File: config.mk
export PLATFORM = sky130hd
export DESIGN_NAME = multicycle_controller_flat
export DESIGN_NICKNAME = d
export VERILOG_FILES = /design/src/rtl/multicycle_controller_if.sv /design/src/rtl/multicycle_controller.sv /design/src/flat_wrapper.sv
export SDC_FILE = /design/constraint.sdc
export NUM_CORES = 1
export LEC_CHECK = 0
export CAP_MARGIN = 5
export CORE_ASPECT_RATIO = 1.25
export CORE_MARGIN = 5
export CORE_UTILIZATION = 42
export DETAILED_ROUTE_END_ITERATION = 6
export HOLD_SLACK_MARGIN = 0.12
export PLACE_DENSITY_LB_ADDON = 0.08
export SLEW_MARGIN = 10
export SYNTH_ARGS = -nofsm -noshare
export SYNTH_HDL_FRONTEND = slang
export SYNTH_SLANG_ARGS = --single-unit
File: constraint.sdc
create_clock -name clk -period 2.5 [get_ports clk]
set_input_delay 0.25 -clock clk [delete_from_list [all_inputs] [get_ports clk]]
set_output_delay 0.25 -clock clk [all_outputs]
set_load 0.02 [all_outputs]
File: src/rtl/multicycle_controller_if.sv
// Control/status bundle between the multi-cycle controller and its datapath.
// master = controller side, slave = datapath side.
interface multicycle_controller_if;
   logic [6:0] opcode;
   logic [2:0] func3;
   logic       zero;
   logic       neg;
   logic       mem_ready;
   logic       pc_we;
   logic       ir_we;
   logic       adr_src;
   logic       mem_we;
   logic       reg_we;
   logic [1:0] result_src;
   logic [1:0] alu_src_a;
   logic [1:0] alu_src_b;
   logic [1:0] alu_op;
   logic [2:0] imm_src;
   logic       instr_done;
   logic       illegal;

   modport master (
      input  opcode, func3, zero, neg, mem_ready,
      output pc_we, ir_we, adr_src, mem_we, reg_we, result_src,
             alu_src_a, alu_src_b, alu_op, imm_src, instr_done, illegal
   );

   modport slave (
      output opcode, func3, zero, neg, mem_ready,
      input  pc_we, ir_we, adr_src, mem_we, reg_we, result_src,
             alu_src_a, alu_src_b, alu_op, imm_src, instr_done, illegal
   );
endinterface

File: src/rtl/multicycle_controller.sv
// FSM control unit for a shared-memory, single-ALU multi-cycle RV32I subset.
// State and the sticky illegal flag are registered; controls decode from state.
module multicycle_controller #(
   parameter bit HALT_ON_ILLEGAL = 1'b1
) (
   input logic                     clk,
   input logic                     rst_n,
   multicycle_controller_if.master bus
);

   localparam logic [6:0] OP_R    = 7'b0110011;
   localparam logic [6:0] OP_I    = 7'b0010011;
   localparam logic [6:0] OP_LW   = 7'b0000011;
   localparam logic [6:0] OP_SW   = 7'b0100011;
   localparam logic [6:0] OP_BR   = 7'b1100011;
   localparam logic [6:0] OP_JAL  = 7'b1101111;
   localparam logic [6:0] OP_JALR = 7'b1100111;
   localparam logic [6:0] OP_LUI  = 7'b0110111;

   typedef enum logic [3:0] {
      FETCH, DECODE, MEM_ADDR, MEM_RD, MEM_WB, MEM_WR, EXEC_R, EXEC_I,
      ALU_WB, BRANCH, JAL, JALR1, JALR2, LUI, ERROR
   } state_t;

   state_t state_q, state_d;
   logic   illegal_q;
   state_t bad_state;

   logic       pc_we, ir_we, adr_src, mem_we, reg_we, instr_done;
   logic [1:0] result_src, alu_src_a, alu_src_b, alu_op;
   logic [2:0] imm_src;

   assign bad_state = HALT_ON_ILLEGAL ? ERROR : FETCH;

   always_comb begin
      state_d    = state_q;
      pc_we      = 1'b0;
      ir_we      = 1'b0;
      adr_src    = 1'b0;
      mem_we     = 1'b0;
      reg_we     = 1'b0;
      instr_done = 1'b0;
      result_src = 2'b00;
      alu_src_a  = 2'b00;
      alu_src_b  = 2'b00;
      alu_op     = 2'b00;
      imm_src    = 3'b000;
      unique case (state_q)
         FETCH: begin
            alu_src_b  = 2'b10;
            result_src = 2'b10;
            if (bus.mem_ready) begin
               ir_we   = 1'b1;
               pc_we   = 1'b1;
               state_d = DECODE;
            end
         end
         DECODE: begin
            alu_src_a = 2'b01;
            alu_src_b = 2'b01;
            if (bus.opcode == OP_BR)       imm_src = 3'b010;
            else if (bus.opcode == OP_JAL) imm_src = 3'b011;
            case (bus.opcode)
               OP_R:         state_d = EXEC_R;
               OP_I:         state_d = EXEC_I;
               OP_LW, OP_SW: state_d = MEM_ADDR;
               OP_BR: begin
                  case (bus.func3)
                     3'b000, 3'b001, 3'b100, 3'b101: state_d = BRANCH;
                     default:                        state_d = bad_state;
                  endcase
               end
               OP_JAL:       state_d = JAL;
               OP_JALR:      state_d = JALR1;
               OP_LUI:       state_d = LUI;
               default:      state_d = bad_state;
            endcase
         end
         MEM_ADDR: begin
            alu_src_a = 2'b10;
            alu_src_b = 2'b01;
            // opcode bit 5 separates sw (S-immediate) from lw
            imm_src   = bus.opcode[5] ? 3'b001 : 3'b000;
            state_d   = bus.opcode[5] ? MEM_WR : MEM_RD;
         end
         MEM_RD: begin
            adr_src = 1'b1;
            if (bus.mem_ready) state_d = MEM_WB;
         end
         MEM_WB: begin
            result_src = 2'b01;
            reg_we     = 1'b1;
            instr_done = 1'b1;
            state_d    = FETCH;
         end
         MEM_WR: begin
            adr_src = 1'b1;
            mem_we  = 1'b1;
            if (bus.mem_ready) begin
               instr_done = 1'b1;
               state_d    = FETCH;
            end
         end
         EXEC_R: begin
            alu_src_a = 2'b10;
            alu_op    = 2'b10;
            state_d   = ALU_WB;
         end
         EXEC_I: begin
            alu_src_a = 2'b10;
            alu_src_b = 2'b01;
            alu_op    = 2'b11;
            state_d   = ALU_WB;
         end
         ALU_WB: begin
            reg_we     = 1'b1;
            instr_done = 1'b1;
            state_d    = FETCH;
         end
         BRANCH: begin
            alu_src_a  = 2'b10;
            alu_op     = 2'b01;
            instr_done = 1'b1;
            case (bus.func3)
               3'b000:  pc_we = bus.zero;
               3'b001:  pc_we = ~bus.zero;
               3'b100:  pc_we = bus.neg;
               3'b101:  pc_we = ~bus.neg;
               default: pc_we = 1'b0;
            endcase
            state_d = FETCH;
         end
         JAL, JALR2: begin
            alu_src_a = 2'b01;
            alu_src_b = 2'b10;
            pc_we     = 1'b1;
            state_d   = ALU_WB;
         end
         JALR1: begin
            alu_src_a = 2'b10;
            alu_src_b = 2'b01;
            state_d   = JALR2;
         end
         LUI: begin
            imm_src    = 3'b100;
            result_src = 2'b11;
            reg_we     = 1'b1;
            instr_done = 1'b1;
            state_d    = FETCH;
         end
         ERROR: state_d = ERROR;
         default: state_d = FETCH;
      endcase
   end

   always_ff @(posedge clk or negedge rst_n) begin
      if (!rst_n) begin
         state_q   <= FETCH;
         illegal_q <= 1'b0;
      end else begin
         state_q   <= state_d;
         illegal_q <= (state_d == ERROR);
      end
   end

   // Write strobes are gated directly by rst_n so an in-flight access dies the instant reset falls.
   assign bus.pc_we      = pc_we & rst_n;
   assign bus.ir_we      = ir_we & rst_n;
   assign bus.mem_we     = mem_we & rst_n;
   assign bus.reg_we     = reg_we & rst_n;
   assign bus.instr_done = instr_done & rst_n;
   assign bus.adr_src    = adr_src;
   assign bus.result_src = result_src;
   assign bus.alu_src_a  = alu_src_a;
   assign bus.alu_src_b  = alu_src_b;
   assign bus.alu_op     = alu_op;
   assign bus.imm_src    = imm_src;
   assign bus.illegal    = illegal_q;

endmodule

File: src/flat_wrapper.sv
// flat-port wrapper written by rule: the top's interface ports become plain ports
module multicycle_controller_flat 
#(
   parameter bit HALT_ON_ILLEGAL = 1'b1
)
  (clk, rst_n, bus_opcode, bus_func3, bus_zero, bus_neg, bus_mem_ready, bus_pc_we, bus_ir_we, bus_adr_src, bus_mem_we, bus_reg_we, bus_result_src, bus_alu_src_a, bus_alu_src_b, bus_alu_op, bus_imm_src, bus_instr_done, bus_illegal);
  multicycle_controller_if bus_i ();
  input logic clk;
  input logic rst_n;
  input wire logic [$bits(bus_i.opcode)-1:0] bus_opcode;
  input wire logic [$bits(bus_i.func3)-1:0] bus_func3;
  input wire logic [$bits(bus_i.zero)-1:0] bus_zero;
  input wire logic [$bits(bus_i.neg)-1:0] bus_neg;
  input wire logic [$bits(bus_i.mem_ready)-1:0] bus_mem_ready;
  output wire logic [$bits(bus_i.pc_we)-1:0] bus_pc_we;
  output wire logic [$bits(bus_i.ir_we)-1:0] bus_ir_we;
  output wire logic [$bits(bus_i.adr_src)-1:0] bus_adr_src;
  output wire logic [$bits(bus_i.mem_we)-1:0] bus_mem_we;
  output wire logic [$bits(bus_i.reg_we)-1:0] bus_reg_we;
  output wire logic [$bits(bus_i.result_src)-1:0] bus_result_src;
  output wire logic [$bits(bus_i.alu_src_a)-1:0] bus_alu_src_a;
  output wire logic [$bits(bus_i.alu_src_b)-1:0] bus_alu_src_b;
  output wire logic [$bits(bus_i.alu_op)-1:0] bus_alu_op;
  output wire logic [$bits(bus_i.imm_src)-1:0] bus_imm_src;
  output wire logic [$bits(bus_i.instr_done)-1:0] bus_instr_done;
  output wire logic [$bits(bus_i.illegal)-1:0] bus_illegal;
  assign bus_i.opcode = bus_opcode;
  assign bus_i.func3 = bus_func3;
  assign bus_i.zero = bus_zero;
  assign bus_i.neg = bus_neg;
  assign bus_i.mem_ready = bus_mem_ready;
  assign bus_pc_we = bus_i.pc_we;
  assign bus_ir_we = bus_i.ir_we;
  assign bus_adr_src = bus_i.adr_src;
  assign bus_mem_we = bus_i.mem_we;
  assign bus_reg_we = bus_i.reg_we;
  assign bus_result_src = bus_i.result_src;
  assign bus_alu_src_a = bus_i.alu_src_a;
  assign bus_alu_src_b = bus_i.alu_src_b;
  assign bus_alu_op = bus_i.alu_op;
  assign bus_imm_src = bus_i.imm_src;
  assign bus_instr_done = bus_i.instr_done;
  assign bus_illegal = bus_i.illegal;
  multicycle_controller #(.HALT_ON_ILLEGAL(HALT_ON_ILLEGAL)) u_core (.clk(clk), .rst_n(rst_n), .bus(bus_i));
endmodule
==> flow_metrics.env, run 1 <==
export IMPL_clk_pin_slew_ns=0.05
export IMPL_fillers=151
export IMPL_syn_num_nets=131
export IMPL_total_power_uw=1302
export IMPL_htree_levels=1
export IMPL_rsz0062_at_grt="false"
export IMPL_gp_congestion=0.8899
export IMPL_cts_buffers=3
export IMPL_fp_coreArea_mm2=0.001787
export IMPL_drv_cap=0
export IMPL_status="finished clean"
export IMPL_path_delay_family="buffers and inverters"
export IMPL_holdBufCountCts=0
export IMPL_io_buffers=32
export IMPL_yosysTopAreaCell="dfrtp_1"
export IMPL_cts_setup_buffers=0
export IMPL_path_class="flip-flop to primary output"
export IMPL_io_pins=33
export IMPL_max_slew_worst_pin_slew_ns=0.4102
export IMPL_synth_compound_area_share_pct=32.07
export IMPL_dp_cells=171
export IMPL_crit_fanout=12
export IMPL_reg2reg_from="u_core.state_q[1]"
export IMPL_synthFlopType="dfrtp_1"
export IMPL_r2r_cells=5
export IMPL_ys_seq_elements=5
export IMPL_die_area_mm2=0.002860
export IMPL_crit_slowest_cell="clkdlybuf4s50_1"
export IMPL_worst_slack_ns=0.1189
export IMPL_postSynth_asyncResetShare_pct=100.0
export IMPL_hold_path_class="input pin to asynchronous set/reset pin"
export IMPL_drive_gt1_share_pct=14.10
export IMPL_rows=17
export IMPL_r2r_setup_slack_ns=0.30
export IMPL_yosysUniqueCellTypes=40
export IMPL_finalClockSkew_ns=0.008649
export IMPL_start_kind="flip-flop"
export IMPL_drc=0
export IMPL_avgSynthCellArea_um2=6.828
export IMPL_pre_cts_ws_ns=0.04535
export IMPL_yosys_warnings=0
export IMPL_setup_violations_final=0
export IMPL_final_nets=172
export IMPL_yosysSeqAreaShare_pct=15.80
export IMPL_synthMuxAreaShare_pct=5.213
export IMPL_path_buf_inv=3
export IMPL_cts_tree="done"
export IMPL_root_buffer="clkbuf_4"
export IMPL_track_usage_pct=17.36
export IMPL_path_cells="buf_4, inv_1, nor2_1, nor2_1, a21oi_1, nor2_1, clkdlybuf4s50_1"
export IMPL_slowest_delay_ns=0.61
export IMPL_synthCells=116
export IMPL_initial_core_util_pct=44.33
export IMPL_syn_to_final_growth_pct=55.45
export IMPL_synth_area_um2=792.0
export IMPL_via_per_inst=5.800
export IMPL_grt_ovfl_total=0
export IMPL_slew_viol_final=0
export IMPL_r2r_end="u_core.bus.illegal"
export IMPL_die_w_um=48.84
export IMPL_crit_top_cell="nor2_1"
export IMPL_drt_first_pass_iters=4
export IMPL_worst_ep_required_time_ns=2.25
export IMPL_fin_cells=175
export IMPL_grt_pass1_wl_mm=4.119
export IMPL_end_kind="primary output"
export IMPL_ir_drop_mv=0.8578
export IMPL_pwr_density_cell_mw_per_mm2=1057
export IMPL_finalCriticalPeriod_ns=2.381
export IMPL_synth_edf_count=0
export IMPL_synth_xor_area_share_pct=3.318
export IMPL_synth_top_area_share_pct=15.80
export IMPL_fin_crit_sh_pct=95.24
export IMPL_cts_max_path_buffers=2
export IMPL_p_leak_uw=0.0005732
export IMPL_grt_max_degree=15
export IMPL_maxSlewHeadroom_pct=72.60
export IMPL_fmaxAchievable_mhz=420.0
export IMPL_hpwl_mm=1.982
export IMPL_synthSimpleGateAreaFrac_pct=34.91
export IMPL_grt_pass1_vias=955
export IMPL_fp_dieH_um=58.55
export IMPL_ctsResizeCount=0
export IMPL_routed_wl_mm=2.460
export IMPL_wl_per_cell_um=14.06
export IMPL_antenna_cells=0
export IMPL_vias=1015
export IMPL_antenna_found_initial=0
export IMPL_hold_ws_ns=0.3613
export IMPL_synthTopCellsByArea="dfrtp_1, a21oi_1, nand2_1"
export IMPL_drt_antenna_violating_nets=0
export IMPL_clock_sinks=5
export IMPL_hold_viol=0
export IMPL_drt_initial_drc_count=11
export IMPL_worstSkewPairLatency_ns=0.24
export IMPL_synth_top_family_by_area="simple AND/OR/NAND/NOR gates"
export IMPL_synthAdderAreaFrac_pct=0
export IMPL_arrival_ns=2.13
export IMPL_fin_tns_setup_ns=0
==> worst reg2reg max path: stages, from the launching register on <==
cell and delay [ns]:
dfrtp_1 0.48, or3b_4 0.48, a2111oi_4 0.36, o22ai_1 0.17, or2_1 0.26, a2111oi_2 0.35
==> registers in the layout, indices dropped and copies added (netlist names) <==
name	flops
u_core.state_q	4
u_core.bus.illegal	1
==> kinds of logic after synthesis <==
group,after synthesis
AO/OA/AOI/OAI,34
XOR/XNOR,3
buffers and inverters,16
flip-flops,5
multiplexers,4
AND/OR/NAND/NOR,54
==> per-stage QoR <==
stage	utilization, %	instance area (µm²)
6_report	68.91	1231
3_3_place_gp	66.67	1191
4_1_cts	68.14	1217
2_1_floorplan	-	792.0
5_1_grt	68.91	1231
3_5_place_dp	66.67	1191
==> power breakdown <==
part / switching, µW / internal (µW) / leakage [µW] / total (µW)
combinational: 548 / 460 / 0.000494 / 1010
clock: 33.0 / 60.3 / 0.0000150 / 93.4
sequential: 84.4 / 116 / 0.0000641 / 200
==> routing by layer <==
metal	track usage, %	wire, µm
met1	20.15	1058
met2	31.90	1246
met3	1.519	115
met4	8.077	39
met5	0	0
==> cells in the final DEF (no fill, tap or decap), types with 4 or more instances in the layout <==
cell type,Yosys,routed
a211oi_1,5,5
a21oi_1,13,13
buf_4,0,13
clkdlybuf4s50_1,0,28
dfrtp_1,5,4
dlymetal6s2s_1,0,4
inv_1,6,6
nand2_1,15,15
nand2b_1,4,4
nor2_1,11,11
nor3_1,6,6
o22ai_1,5,5
==> area by class of cell <==
cell class	instances	area [µm²]	share of cell area, %
tap	19	23.77	1.931
sequential	5	126.4	10.26
inverter	7	26.28	2.134
clock buffer	4	26.28	2.134
timing repair buffer	45	427.9	34.76
multi-input combinational	95	600.6	48.78
==> synthesized netlist by cell type, drive strengths merged (2+ instances only) <==
library cell	count
xor2	2
a2111oi	2
nor4	2
nor2b	4
mux2i	3
inv	7
or3	2
a22o	2
clkbuf	6
nand2b	4
nor2	11
o22ai	5
nor3	6
nand2	15
a211oi	5
nand3	2
buf	3
dfrtp	5
a21oi	13
==> worst max path at each step <==
stage | startpoint | endpoint | depth (start not counted)
detailed placement | bus_mem_ready | bus_pc_we | 7
finish | u_core.state_q[0] | bus_reg_we | 7
global route | u_core.state_q[0] | bus_reg_we | 7
floorplan | u_core.state_q[3] | u_core.bus.illegal | 6
global placement | bus_mem_ready | bus_pc_we | 7
CTS | u_core.state_q[3] | bus_imm_src[1] | 5
Note: power is estimated with default switching activity, not from simulation.
==> inputs of run 2 (changes only) <==
Settings changed: CORE_MARGIN 5 to 3.
Clock period 2.5 ns to 2.2 ns, I/O delays scaled along.
==> run 2 against run 1 <==
First-iteration DRC count increased to 4.3 times the previous value. Register-to-register slack got worse by 0.20 ns. Sequential share of layout area decreased by 0.57 points. Sequential cell count unchanged. Sequential power increased by 8%. Non-clock buffer count increased by 11. Die area decreased by 14%. Routed wire length increased by 7.2%. Count of clock-buffer cells in the layout unchanged. Via count increased by 9.4%. Design area increased by 6.9%.
==> flow_metrics.env, run 2 (synthesized netlist as in run 1, its figures left out) <==
export IMPL_worstSkewPairLatency_ns=0.26
export IMPL_p_int_uw=786.6
export IMPL_pwr_share_seq_pct=13.5
export IMPL_syn_to_final_growth_pct=66.19
export IMPL_final_nets=183
export IMPL_grt_pass1_wl_mm=4.250
export IMPL_final_common_cell="buf_4"
export IMPL_wl_per_cell_um=14.26
export IMPL_crit_slowest_cell="clkdlybuf4s50_1"
export IMPL_antenna_cells=0
export IMPL_gp_congestion=0.8336
export IMPL_via_per_inst=6.000
export IMPL_fp_dieH_um=54.55
export IMPL_drv_cap=0
export IMPL_hold_path_class="input pin to asynchronous set/reset pin"
export IMPL_fillers=129
export IMPL_hold_viol=0
export IMPL_finalClockSkew_ns=0.004814
export IMPL_slew_viol_final=0
export IMPL_hold_ws_ns=0.3233
export IMPL_clock_sinks=5
export IMPL_worst_slack_ns=0.08523
export IMPL_drt_antenna_violating_nets=0
export IMPL_maxSlewHeadroom_pct=76.70
export IMPL_max_slew_worst_pin_slew_ns=0.3474
export IMPL_cts_setup_buffers=0
export IMPL_path_buf_inv=2
export IMPL_r2r_setup_slack_ns=0.10
export IMPL_finish_instance_area_mm2=0.001316
export IMPL_fin_tns_setup_ns=0
export IMPL_switching_share_pct=50.79
export IMPL_clk_pin_slew_ns=0.05
export IMPL_status="finished clean"
export IMPL_pwr_density_cell_mw_per_mm2=1214
export IMPL_fin_util_pct=79.22
export IMPL_die_w_um=44.84
export IMPL_reg2reg_from="u_core.state_q[3]"
export IMPL_drt_first_pass_iters=4
export IMPL_r2r_end="u_core.bus.illegal"
export IMPL_grt_pass1_vias=1020
export IMPL_die_area_mm2=0.002446
export IMPL_r2r_cells=5
export IMPL_routed_wl_mm=2.638
export IMPL_io_buffers=32
export IMPL_worst_ep_required_time_ns=1.98
export IMPL_p_clk_share_pct=7.2
export IMPL_root_buffer="clkbuf_4"
export IMPL_rows=16
export IMPL_finalCriticalPeriod_ns=2.115
export IMPL_cts_max_path_buffers=2
export IMPL_antenna_found_initial=0
export IMPL_grt_max_degree=17
export IMPL_fmaxAchievable_mhz=472.9
export IMPL_drc=0
export IMPL_pre_cts_ws_ns=-0.2709
export IMPL_crit_cells=4
export IMPL_drt_initial_drc_count=47
export IMPL_switchingPower_uw=811.8
export IMPL_ir_drop_mv=0.6673
export IMPL_crit_fanout=6
export IMPL_fp_coreArea_mm2=0.001662
export IMPL_start_kind="flip-flop"
export IMPL_rsz0062_at_grt="false"
export IMPL_setup_violations_final=0
export IMPL_p_leak_uw=0.0006500
export IMPL_io_pins=33
export IMPL_vias=1110
export IMPL_most_common_layout_cells="buf_4, clkdlybuf4s50_1, nand2_1"
export IMPL_dpl_cell_area_mm2=0.001272
export IMPL_end_kind="primary output"
export IMPL_track_usage_pct=22.79
export IMPL_drive_gt1_share_pct=22.16
export IMPL_arrival_ns=1.89
export IMPL_cts_buffers=3
export IMPL_path_class="flip-flop to primary output"
export IMPL_path_cells="buf_4, nor2b_4, a211oi_1, clkdlybuf4s50_1"
export IMPL_largest_register_ffs=4
export IMPL_slowest_delay_ns=0.63
export IMPL_cts_tree="done"
export IMPL_combPwrFrac_pct=79.3
export IMPL_path_delay_family="buffers and inverters"
export IMPL_fin_crit_sh_pct=96.13
export IMPL_regMostFlops="u_core.state_q"
export IMPL_htree_levels=1
export IMPL_initial_core_util_pct=47.67
export IMPL_grt_ovfl_total=0
export IMPL_hpwl_mm=2.045
## run 2: routing by layer
metal,GRT usage [%],up-vias,wire length [µm]
li1,-,531,-
met1,26.76,511,1056
met2,42.82,62,1375
met3,1.974,6,173
met4,7.317,0,33
met5,0,-,0
## run 2: layout make-up
cell class | count | area (µm²) | area share (%)
Timing Repair Buffer | 56 | 498.0 | 37.83
Sequential cell | 5 | 127.6 | 9.696
Multi-Input combinational cell | 95 | 615.6 | 46.77
Clock buffer | 4 | 26.28 | 1.996
Inverter | 7 | 26.28 | 1.996
Tap cell | 18 | 22.52 | 1.711
## run 2: what timing repair did
item | 4_1_cts | 5_1_grt
gates resized for setup | 11 | 10
setup endpoints to repair | 11 | 8
hold buffers | 0 | 0
gates cloned | 0 | 0
endpoints found under the hold margin | 0 | 0
## run 2: worst max-delay path by stage
stage               slack, ns         startpoint                 end
global route             0.01  u_core.state_q[3]  u_core.bus.illegal
CTS                     -0.06  u_core.state_q[3]    bus_alu_src_b[0]
global placement        -0.23      bus_mem_ready           bus_pc_we
floorplan                0.22  u_core.state_q[3]  u_core.bus.illegal
finish                   0.09  u_core.state_q[3]      bus_instr_done
detailed placement      -0.27      bus_mem_ready           bus_pc_we
## run 2: power by group through the flow
| stage | clock network, µW | logic (µW) | registers [µW] |
|---|---|---|---|
| 5_1_grt | 119 | 1370 | 220 |
| 3_3_place_gp | 0 | 1250 | 205 |
| 2_1_floorplan | 0 | 774 | 153 |
| 6_report | 114 | 1270 | 216 |
| 3_5_place_dp | 0 | 1270 | 206 |
| 4_1_cts | 114 | 1250 | 207 |
## run 2: stage by stage
| stage | total power (µW) | cells |
|---|---|---|
| final | 1598 | 185 |
| after global routing | 1707 | 185 |
| after CTS | 1569 | 185 |
| after detailed placement | 1474 | 181 |
| after global placement | 1450 | 181 |
| after floorplan | 926.9 | 116 |
